**src/rtl/mem_arbiter_rr2.sv**
```systemverilog
// Two-requester round-robin arbiter in front of a single in-order memory port.
// A small route FIFO remembers which requester owns each outstanding request so
// that responses, which come back in issue order, are steered to their owner.
module mem_arbiter_rr2 #(
   parameter int unsigned p_req_bits     = 32,
   parameter int unsigned p_resp_bits    = 32,
   parameter int unsigned p_max_inflight = 4
) (
   input  logic                              clk,
   input  logic                              rst,

   input  logic [p_req_bits-1:0]             up0_req_msg,
   input  logic                              up0_req_val,
   output logic                              up0_req_rdy,
   output logic [p_resp_bits-1:0]            up0_resp_msg,
   output logic                              up0_resp_val,
   input  logic                              up0_resp_rdy,

   input  logic [p_req_bits-1:0]             up1_req_msg,
   input  logic                              up1_req_val,
   output logic                              up1_req_rdy,
   output logic [p_resp_bits-1:0]            up1_resp_msg,
   output logic                              up1_resp_val,
   input  logic                              up1_resp_rdy,

   output logic [p_req_bits-1:0]             dn_req_msg,
   output logic                              dn_req_val,
   input  logic                              dn_req_rdy,
   input  logic [p_resp_bits-1:0]            dn_resp_msg,
   input  logic                              dn_resp_val,
   output logic                              dn_resp_rdy,

   output logic [$clog2(p_max_inflight):0]   inflight
);

   localparam int unsigned PtrW = $clog2(p_max_inflight);
   localparam int unsigned CntW = PtrW + 1;

   logic                      last_grant_q, last_grant_d;
   logic [p_max_inflight-1:0] route_q, route_d;
   logic [PtrW-1:0]           wr_ptr_q, wr_ptr_d;
   logic [PtrW-1:0]           rd_ptr_q, rd_ptr_d;
   logic [CntW-1:0]           count_q, count_d;

   logic full, empty, grant, head, req_fire, resp_fire;

   // Request arbitration: lone requester wins, ties alternate against last grant.
   always_comb begin
      full = (count_q == CntW'(p_max_inflight));
      if (up0_req_val && up1_req_val) begin
         grant = ~last_grant_q;
      end else begin
         grant = up1_req_val;
      end
      // Full blocks issue outright; a same-cycle pop does not bypass it.
      dn_req_val  = (up0_req_val | up1_req_val) & ~full;
      dn_req_msg  = grant ? up1_req_msg : up0_req_msg;
      up0_req_rdy = ~grant & dn_req_rdy & ~full;
      up1_req_rdy = grant & dn_req_rdy & ~full;
      req_fire    = dn_req_val & dn_req_rdy;
   end

   // Response steering to the owner recorded at the FIFO head.
   always_comb begin
      empty        = (count_q == '0);
      head         = route_q[rd_ptr_q];
      up0_resp_msg = dn_resp_msg;
      up1_resp_msg = dn_resp_msg;
      up0_resp_val = dn_resp_val & ~empty & ~head;
      up1_resp_val = dn_resp_val & ~empty & head;
      // Never acknowledge a response with no recorded owner (e.g. stale after reset).
      dn_resp_rdy  = ~empty & (head ? up1_resp_rdy : up0_resp_rdy);
      resp_fire    = dn_resp_val & dn_resp_rdy;
   end

   // Next-state for grant history and route FIFO.
   always_comb begin
      last_grant_d = last_grant_q;
      route_d      = route_q;
      wr_ptr_d     = wr_ptr_q;
      rd_ptr_d     = rd_ptr_q;
      count_d      = count_q;
      if (req_fire) begin
         last_grant_d      = grant;
         route_d[wr_ptr_q] = grant;
         wr_ptr_d          = wr_ptr_q + 1'b1;
      end
      if (resp_fire) begin
         rd_ptr_d = rd_ptr_q + 1'b1;
      end
      case ({req_fire, resp_fire})
         2'b10:   count_d = count_q + 1'b1;
         2'b01:   count_d = count_q - 1'b1;
         default: count_d = count_q;
      endcase
   end

   // State registers; reset favours requester 0 on the first tie.
   always_ff @(posedge clk or posedge rst) begin
      if (rst) begin
         last_grant_q <= 1'b1;
         route_q      <= '0;
         wr_ptr_q     <= '0;
         rd_ptr_q     <= '0;
         count_q      <= '0;
      end else begin
         last_grant_q <= last_grant_d;
         route_q      <= route_d;
         wr_ptr_q     <= wr_ptr_d;
         rd_ptr_q     <= rd_ptr_d;
         count_q      <= count_d;
      end
   end

   assign inflight = count_q;

endmodule

```
**config.mk**
```make
export PLATFORM = sky130hd
export DESIGN_NAME = mem_arbiter_rr2
export DESIGN_NICKNAME = d
export VERILOG_FILES = /design/src/rtl/mem_arbiter_rr2.sv
export SDC_FILE = /design/constraint.sdc
export NUM_CORES = 1
export LEC_CHECK = 0
export ABC_AREA = 1
export BUFFER_PORTS_ARGS = -buffer_cell sky130_fd_sc_hd__buf_2
export CAP_MARGIN = 25
export CORE_AREA = 2 2 80 82
export CTS_CLUSTER_DIAMETER = 200
export CTS_CLUSTER_SIZE = 24
export DETAILED_ROUTE_END_ITERATION = 8
export DIE_AREA = 0 0 82 84
export PLACE_DENSITY = 0.71
export SETUP_SLACK_MARGIN = 0.02
export SLEW_MARGIN = 20
export SYNTH_ARGS = -nofsm -noshare
export SYNTH_HDL_FRONTEND = slang
export SYNTH_SLANG_ARGS = --single-unit
```
**constraint.sdc**
```tcl
create_clock -name clk -period 2.36 [get_ports clk]
set_input_delay 0.472 -clock clk [delete_from_list [all_inputs] [get_ports clk]]
set_output_delay 0.472 -clock clk [all_outputs]
set_load 0.005 [all_outputs]
```
==> results of run 1 <==
## kinds of logic after synthesis
| logic type | Yosys count | share of synthesized area |
|---|---|---|
| and+or+nand+nor | 140 | 0.342 |
| adders and majority gates | 6 | 0.0496 |
| buffers and inverters | 88 | 0.360 |
| AOI/OAI and AO/OA | 11 | 0.0466 |
| xor gates and xnor gates | 4 | 0.0210 |
| DFF | 12 | 0.181 |
## worst max-delay path by stage
| stage | from | to | slack (ns) | cells after the start |
|---|---|---|---|---|
| final | rd_ptr_q[0]$_DFFE_PP0P_ | inflight[2]$_DFFE_PP0P_ | 0.29 | 13 |
| after global routing | rd_ptr_q[0]$_DFFE_PP0P_ | inflight[2]$_DFFE_PP0P_ | 0.08 | 13 |
| after CTS | rd_ptr_q[0]$_DFFE_PP0P_ | inflight[2]$_DFFE_PP0P_ | 0.27 | 13 |
| after detailed placement | dn_resp_val | inflight[2]$_DFFE_PP0P_ | 0.28 | 11 |
| after global placement | dn_resp_val | inflight[2]$_DFFE_PP0P_ | 0.32 | 11 |
| after floorplan | inflight[2]$_DFFE_PP0P_ | inflight[2]$_DFFE_PP0P_ | 0.41 | 10 |
## layout by cell type (no fill, tap or decap)
| master | instances |
|---|---|
| nand2_1 | 120 |
| inv_2 | 2 |
| inv_4 | 1 |
| nor2_2 | 1 |
| o21a_1 | 1 |
| a21oi_2 | 1 |
| o211ai_4 | 1 |
| nor2_1 | 3 |
| nand3_1 | 8 |
| ha_1 | 5 |
| nand2_2 | 5 |
| nand3_2 | 3 |
| o21ai_1 | 1 |
| dfrtp_1 | 11 |
| a21oi_1 | 3 |
| clkbuf_8 | 4 |
| dfstp_2 | 1 |
| xor2_1 | 3 |
| buf_4 | 3 |
| buf_2 | 112 |
| o21ai_0 | 4 |
| inv_1 | 15 |
| xnor2_1 | 1 |
| fa_1 | 1 |
## layout make-up
class / instances / area, sq um
Clock buffer: 4 / 55.1
Multi-Input combinational cell: 161 / 764
Sequential cell: 12 / 302
Fill cell: 681 / 4230
Timing Repair Buffer: 115 / 583
Tap cell: 77 / 96.3
Inverter: 18 / 70.1
## worst max-delay path: cells and delay by family (launching register included)
family          cells  cell delay (ns)
xor+xnor            1             0.15
simple gates        5             0.39
fa+ha+maj           2             0.51
compound gates      2             0.27
flops               1             0.43
buf+inv             3             0.21
## metrics by stage
step / area, sq um / std cells / util / total power, W / hold WS [ns]
final: 1870 / 387 / 0.307 / 0.00152 / 0.233
after CTS: 1870 / 387 / 0.307 / 0.00154 / 0.249
after global placement: 1820 / 383 / 0.298 / 0.00129 / 0.465
after floorplan: 1670 / 261 / - / 0.00108 / 0.336
after global routing: 1870 / 387 / 0.307 / 0.00170 / 0.280
after detailed placement: 1820 / 383 / 0.298 / 0.00131 / 0.463
## per-layer routing
| layer | up-vias | track usage | share of wire |
|---|---|---|---|
| met4 | 0 | 0.0924 | 0.072 |
| met2 | 75 | 0.172 | 0.44 |
| met3 | 34 | 0.0271 | 0.094 |
| li1 | 820 | - | - |
| met1 | 636 | 0.130 | 0.39 |
| met5 | - | 0 | 0 |
## flip-flops by register name, summed over array words and instances (netlist names)
signal / cells
rd_ptr_q: 2
route_q: 4
inflight: 3
wr_ptr_q: 2
last_grant_q: 1
## power by group through the flow
stage	Combinational [W]	Sequential, W	Clock, W
2_1_floorplan	0.000685	0.000391	0
3_3_place_gp	0.000891	0.000402	0
3_5_place_dp	0.000904	0.000406	0
4_1_cts	0.000913	0.000404	0.000226
5_1_grt	0.00104	0.000417	0.000238
6_report	0.000895	0.000403	0.000221
==> impl_metrics.py, run 1 <==
metrics = {
    "critical_path": {
        "crit_arrival_ns": 2.18,
        "rr_worst_depth": 13,
        "path_class": "flop to flop",
        "critPathSlowestCell": "dfrtp_1",
        "r2r_slack_ns": 0.29,
        "cp_max_fo": 5,
        "cp_slowest_stage_delay_ns": 0.43,
        "crit_path_start_kind": "flop",
        "r2r_end": "inflight[2]$_DFFE_PP0P_",
        "reg2reg_from": "rd_ptr_q[0]$_DFFE_PP0P_",
        "crit_chain": "inv_2 -> nand2_1 -> nand3_2 -> nand2_2 -> nand2_1 -> nand3_2 -> inv_1 -> ha_1 -> inv_1 -> fa_1 -> a21oi_1 -> o21ai_0 -> xor2_1",
        "cp_data_required_time_ns": 2.47,
        "end_kind": "flop",
    },
    "die": {
        "start_util": 0.273,
        "io_pins": 209,
        "coreArea_sq_um": 6100,
        "die_w_um": 82,
        "design.die.area_sq_um": 6890,
        "die_h_um": 84,
        "rows": 29,
    },
    "clock_network": {
        "cts_setup_buffers": 0,
        "numCtsBuffers": 3,
        "cts-root-buf": "clkbuf_8",
        "post_cts_resized": 0,
        "clkLatencyLatePin_ns": 0.24,
        "h-tree-depth": 1,
        "clkTransAtPathRegs_ns": 0.05,
        "clk_path_buf_depth": 2,
        "postCtsHoldBufs": 0,
        "cts.sinks": 12,
        "tritoncts": "built",
    },
    "placement": {
        "gp_congestion": 0.811,
        "pre_cts_slack_ns": 0.278,
        "dp.final_hpwl_um": 3270,
        "portBuffers": 112,
    },
    "timing": {
        "fin_crit_sh": 0.877,
        "drv_slew": 0,
        "hold_violations": 0,
        "finClkSkew_ns": 0.00318,
        "fin_ws_ns": 0.290,
        "fmax_mhz": 483,
        "grt_setup_unrepaired": "no",
        "fin_crit_ns": 2.07,
        "setup_viol": 0,
        "setup_tns_ns": 0,
        "relSlewSlack": 0.616,
        "worstMarginPinSlew_ns": 0.575,
    },
    "final_layout": {
        "diodes": 0,
        "synthToLayoutAreaGrowth_pct": 12.3,
        "layout-drive-gt1-share": 0.432,
        "fin_nets": 421,
    },
    "global_routing": {
        "grt_max_degree": 38,
        "grt.total_usage": 0.113,
        "grt_antenna_before_repair": 0,
        "grt.overflow.total": 0,
        "grt_pass1_wl_um": 6150,
        "first_global_vias": 1424,
    },
    "routing": {
        "drt_iter0_drc": 60,
        "wl_per_cell_um": 10.1,
        "viasPerCell": 4.04,
        "finalWirelength_um": 3910,
        "drc": 0,
        "antenna_left": 0,
        "dr.pass1.iters": 4,
        "vias": 1565,
    },
    "flow_run": {
        "cap_violations": 0,
    },
    "pwr": {
        "pwr_density_cell_nw_per_um2": 812,
        "p_switching_w": 0.000666,
        "power_frac_seq": 0.265,
        "p_leak_nw": 1.20,
        "p_sw_frac": 0.439,
        "p_int_w": 0.000852,
        "ir_drop_mv": 0.217,
        "p_comb_frac": 0.590,
        "p_clk_frac": 0.145,
    },
    "synth": {
        "ys_top_cells_by_count": "nand2_1 (120), buf_4 (64), inv_1 (15), dfrtp_1 (11), nand3_1 (8)",
        "synth.most_common_cell": "nand2_1",
        "yosys-top-cells-area": "buf_4 (29%), nand2_1 (27%), dfrtp_1 (17%), ha_1 (3.8%), inv_1 (3.4%)",
        "syn_inst": 261,
        "synth_ff_type": "dfrtp_1",
        "ys_warn_count": 0,
        "synth_cell_type_count": 24,
        "async_flop_share": 1.00,
        "yosys.area.top_type": "buf_4",
        "syn_nets": 371,
        "syn_area_per_cell_sq_um": 6.38,
        "yosys_register_bits": 12,
        "netlist.area_leader.share": 0.289,
        "seq_area_frac_synth": 0.181,
        "synth-edff-count": 0,
        "syn_area_sq_um": 1670,
    },
    "worst_hold_path": {
        "hp-class": "input pin to asynchronous set/reset pin",
    },
    "status": {
        "outcome": "completed",
    },
}
(Power assumes the default switching activity.)
==> run 2: changes to the inputs <==
CORE_AREA = not set   (was 2 2 80 82)
CORE_MARGIN = 4   (was not set)
CORE_UTILIZATION = 30   (was not set)
DIE_AREA = not set   (was 0 0 82 84)
PLACE_DENSITY = 0.76   (was 0.71)
SLEW_MARGIN = 10   (was 20)
==> run 2 against run 1 <==
Against the previous run:
- cell count fell by 1.8%
- combinational power grew 1%
- utilization grew 4.9 points
- power is 1.2% higher
- hold slack got worse by 0.0032 ns
- sequential power hardly changed
- worst setup slack lost 0.0012 ns
- clock skew fell by 0.0011 ns
- register-to-register slack about the same
- critical endpoint unchanged
==> impl_metrics.py, run 2 (synthesis gave the netlist of run 1 again) <==
metrics = {
    "status": {
        "outcome": "completed",
    },
    "clock_network": {
        "post_cts_resized": 0,
        "cts_setup_buffers": 0,
        "clkLatencyLatePin_ns": 0.24,
        "clkTransAtPathRegs_ns": 0.05,
        "numCtsBuffers": 3,
        "tritoncts": "built",
        "h-tree-depth": 1,
        "cts.sinks": 12,
        "postCtsHoldBufs": 0,
        "cts-root-buf": "clkbuf_8",
        "clk_path_buf_depth": 2,
    },
    "die": {
        "die_w_um": 82.5,
        "io_pins": 209,
        "design.die.area_sq_um": 6810,
        "rows": 26,
        "start_util": 0.318,
        "coreArea_sq_um": 5240,
        "die_h_um": 82.5,
    },
    "critical_path": {
        "crit_chain": "inv_2 -> nand2_1 -> nand3_2 -> nand2_2 -> nand2_1 -> nand3_2 -> inv_1 -> ha_1 -> inv_1 -> fa_1 -> a21oi_1 -> o21ai_0 -> xor2_1",
        "cp_max_fo": 5,
        "crit_arrival_ns": 2.19,
        "end_kind": "flop",
        "path_class": "flop to flop",
        "critPathSlowestCell": "dfrtp_1",
        "cp_top_family": "adder cells",
        "path_buf_inv": 3,
        "crit_path_start_kind": "flop",
        "cp_slowest_stage_delay_ns": 0.43,
        "cp_data_required_time_ns": 2.48,
    },
    "flow_run": {
        "cap_violations": 0,
    },
    "timing": {
        "finClkSkew_ns": 0.00207,
        "setup_viol": 0,
        "drv_slew": 0,
        "fin_crit_ns": 2.07,
        "hold_violations": 0,
        "grt_setup_unrepaired": "no",
        "fin_crit_sh": 0.878,
        "fin_ws_ns": 0.289,
        "relSlewSlack": 0.601,
        "worstMarginPinSlew_ns": 0.598,
        "setup_tns_ns": 0,
        "fmax_mhz": 483,
        "whs_ns": 0.230,
    },
    "pwr": {
        "p_int_w": 0.000855,
        "ir_drop_mv": 0.242,
        "p_comb_frac": 0.591,
        "p_sw_frac": 0.444,
        "p_leak_nw": 1.20,
        "power_frac_seq": 0.264,
        "p_clk_frac": 0.146,
        "p_switching_w": 0.000681,
        "pwr_density_cell_nw_per_um2": 825,
        "p_total_w": 0.00154,
    },
    "placement": {
        "pre_cts_slack_ns": 0.276,
        "portBuffers": 112,
        "gp_congestion": 0.824,
        "dp.final_hpwl_um": 3600,
        "placed_area_sq_um": 1810,
    },
    "global_routing": {
        "first_global_vias": 1396,
        "grt.total_usage": 0.115,
        "grt_pass1_wl_um": 6120,
        "grt_max_degree": 38,
        "grt_antenna_before_repair": 0,
        "grt.overflow.total": 0,
    },
    "routing": {
        "met1_length_um": 1570,
        "topRoutingLayerUsed": "met4",
        "finalWirelength_um": 4380,
        "wl_per_cell_um": 11.5,
        "vias": 1562,
        "wl_met2_um": 2080,
        "drc": 0,
        "wl_met3_um": 531,
        "antenna_left": 0,
        "dr.pass1.iters": 4,
        "drt_iter0_drc": 58,
        "viasPerCell": 4.11,
    },
    "final_layout": {
        "fin_nets": 421,
        "final_cell_mix": "nand2_1 (120), buf_2 (112), inv_1 (15)",
        "largest_register": "route_q",
        "diodes": 0,
        "final_common_cell": "nand2_1",
        "layout-drive-gt1-share": 0.432,
        "synthToLayoutAreaGrowth_pct": 11.8,
        "stdcell_area_sq_um": 1860,
        "largest_register_ffs": 4,
    },
    "worst_hold_path": {
        "hp-class": "input pin to asynchronous set/reset pin",
    },
}
-- run 2: cell counts in the layout (fill, tap and decap cells not counted) --
No cell type changed its count.
-- run 2: worst paths after layout --
| check | from | endpoint | slack (ns) | depth (start not counted) |
|---|---|---|---|---|
| setup / recovery | rd_ptr_q[0]$_DFFE_PP0P_ | inflight[2]$_DFFE_PP0P_ | 0.29 | 13 |
| hold / removal | rst | route_q[2]$_DFFE_PP0P_ | 0.23 | 2 |
| setup reg to reg | rd_ptr_q[0]$_DFFE_PP0P_ | inflight[2]$_DFFE_PP0P_ | 0.29 | 13 |
| hold reg to reg | route_q[2]$_DFFE_PP0P_ | route_q[2]$_DFFE_PP0P_ | 0.48 | 2 |
| max in group asynchronous | rst | last_grant_q$_DFFE_PP1P_ | 1.79 | 2 |
| min in group clk | route_q[2]$_DFFE_PP0P_ | route_q[2]$_DFFE_PP0P_ | 0.48 | 2 |
-- run 2: stage by stage --
step | cells | utilization
floorplan | 261 | -
global placement | 376 | 0.345
detailed placement | 376 | 0.345
CTS | 380 | 0.355
global route | 380 | 0.355
finish | 380 | 0.355
-- run 2: area by class of cell --
type                       count  area (sq um)
sequential                    12           302
multi-input combinational    161           764
inverter                      18          70.1
clock buffer                   4          55.1
timing repair buffer         115           583
fill                         563          3380
tap                           70          87.6
-- run 2: routing by layer --
metal,GRT usage,vias to the layer above
met4,0.0931,0
met1,0.136,634
met2,0.169,76
li1,-,820
met3,0.0390,32
met5,0,-
-- run 2: worst register-to-register path, stage by stage (launching register included) --
cell and delay [ns]:
dfrtp_1 0.43, inv_2 0.09, nand2_1 0.06, nand3_2 0.09
nand2_2 0.08, nand2_1 0.07, nand3_2 0.08, inv_1 0.07
ha_1 0.13, inv_1 0.06, fa_1 0.37, a21oi_1 0.15
o21ai_0 0.11, xor2_1 0.15
-- run 2: power groups by stage --
stage / Sequential, W / Clock (W) / Combinational (W)
finish: 0.000405 / 0.000224 / 0.000907
global route: 0.000422 / 0.000248 / 0.00105
CTS: 0.000406 / 0.000235 / 0.000924
detailed placement: 0.000407 / 0 / 0.000914
global placement: 0.000402 / 0 / 0.000891
floorplan: 0.000391 / 0 / 0.000685
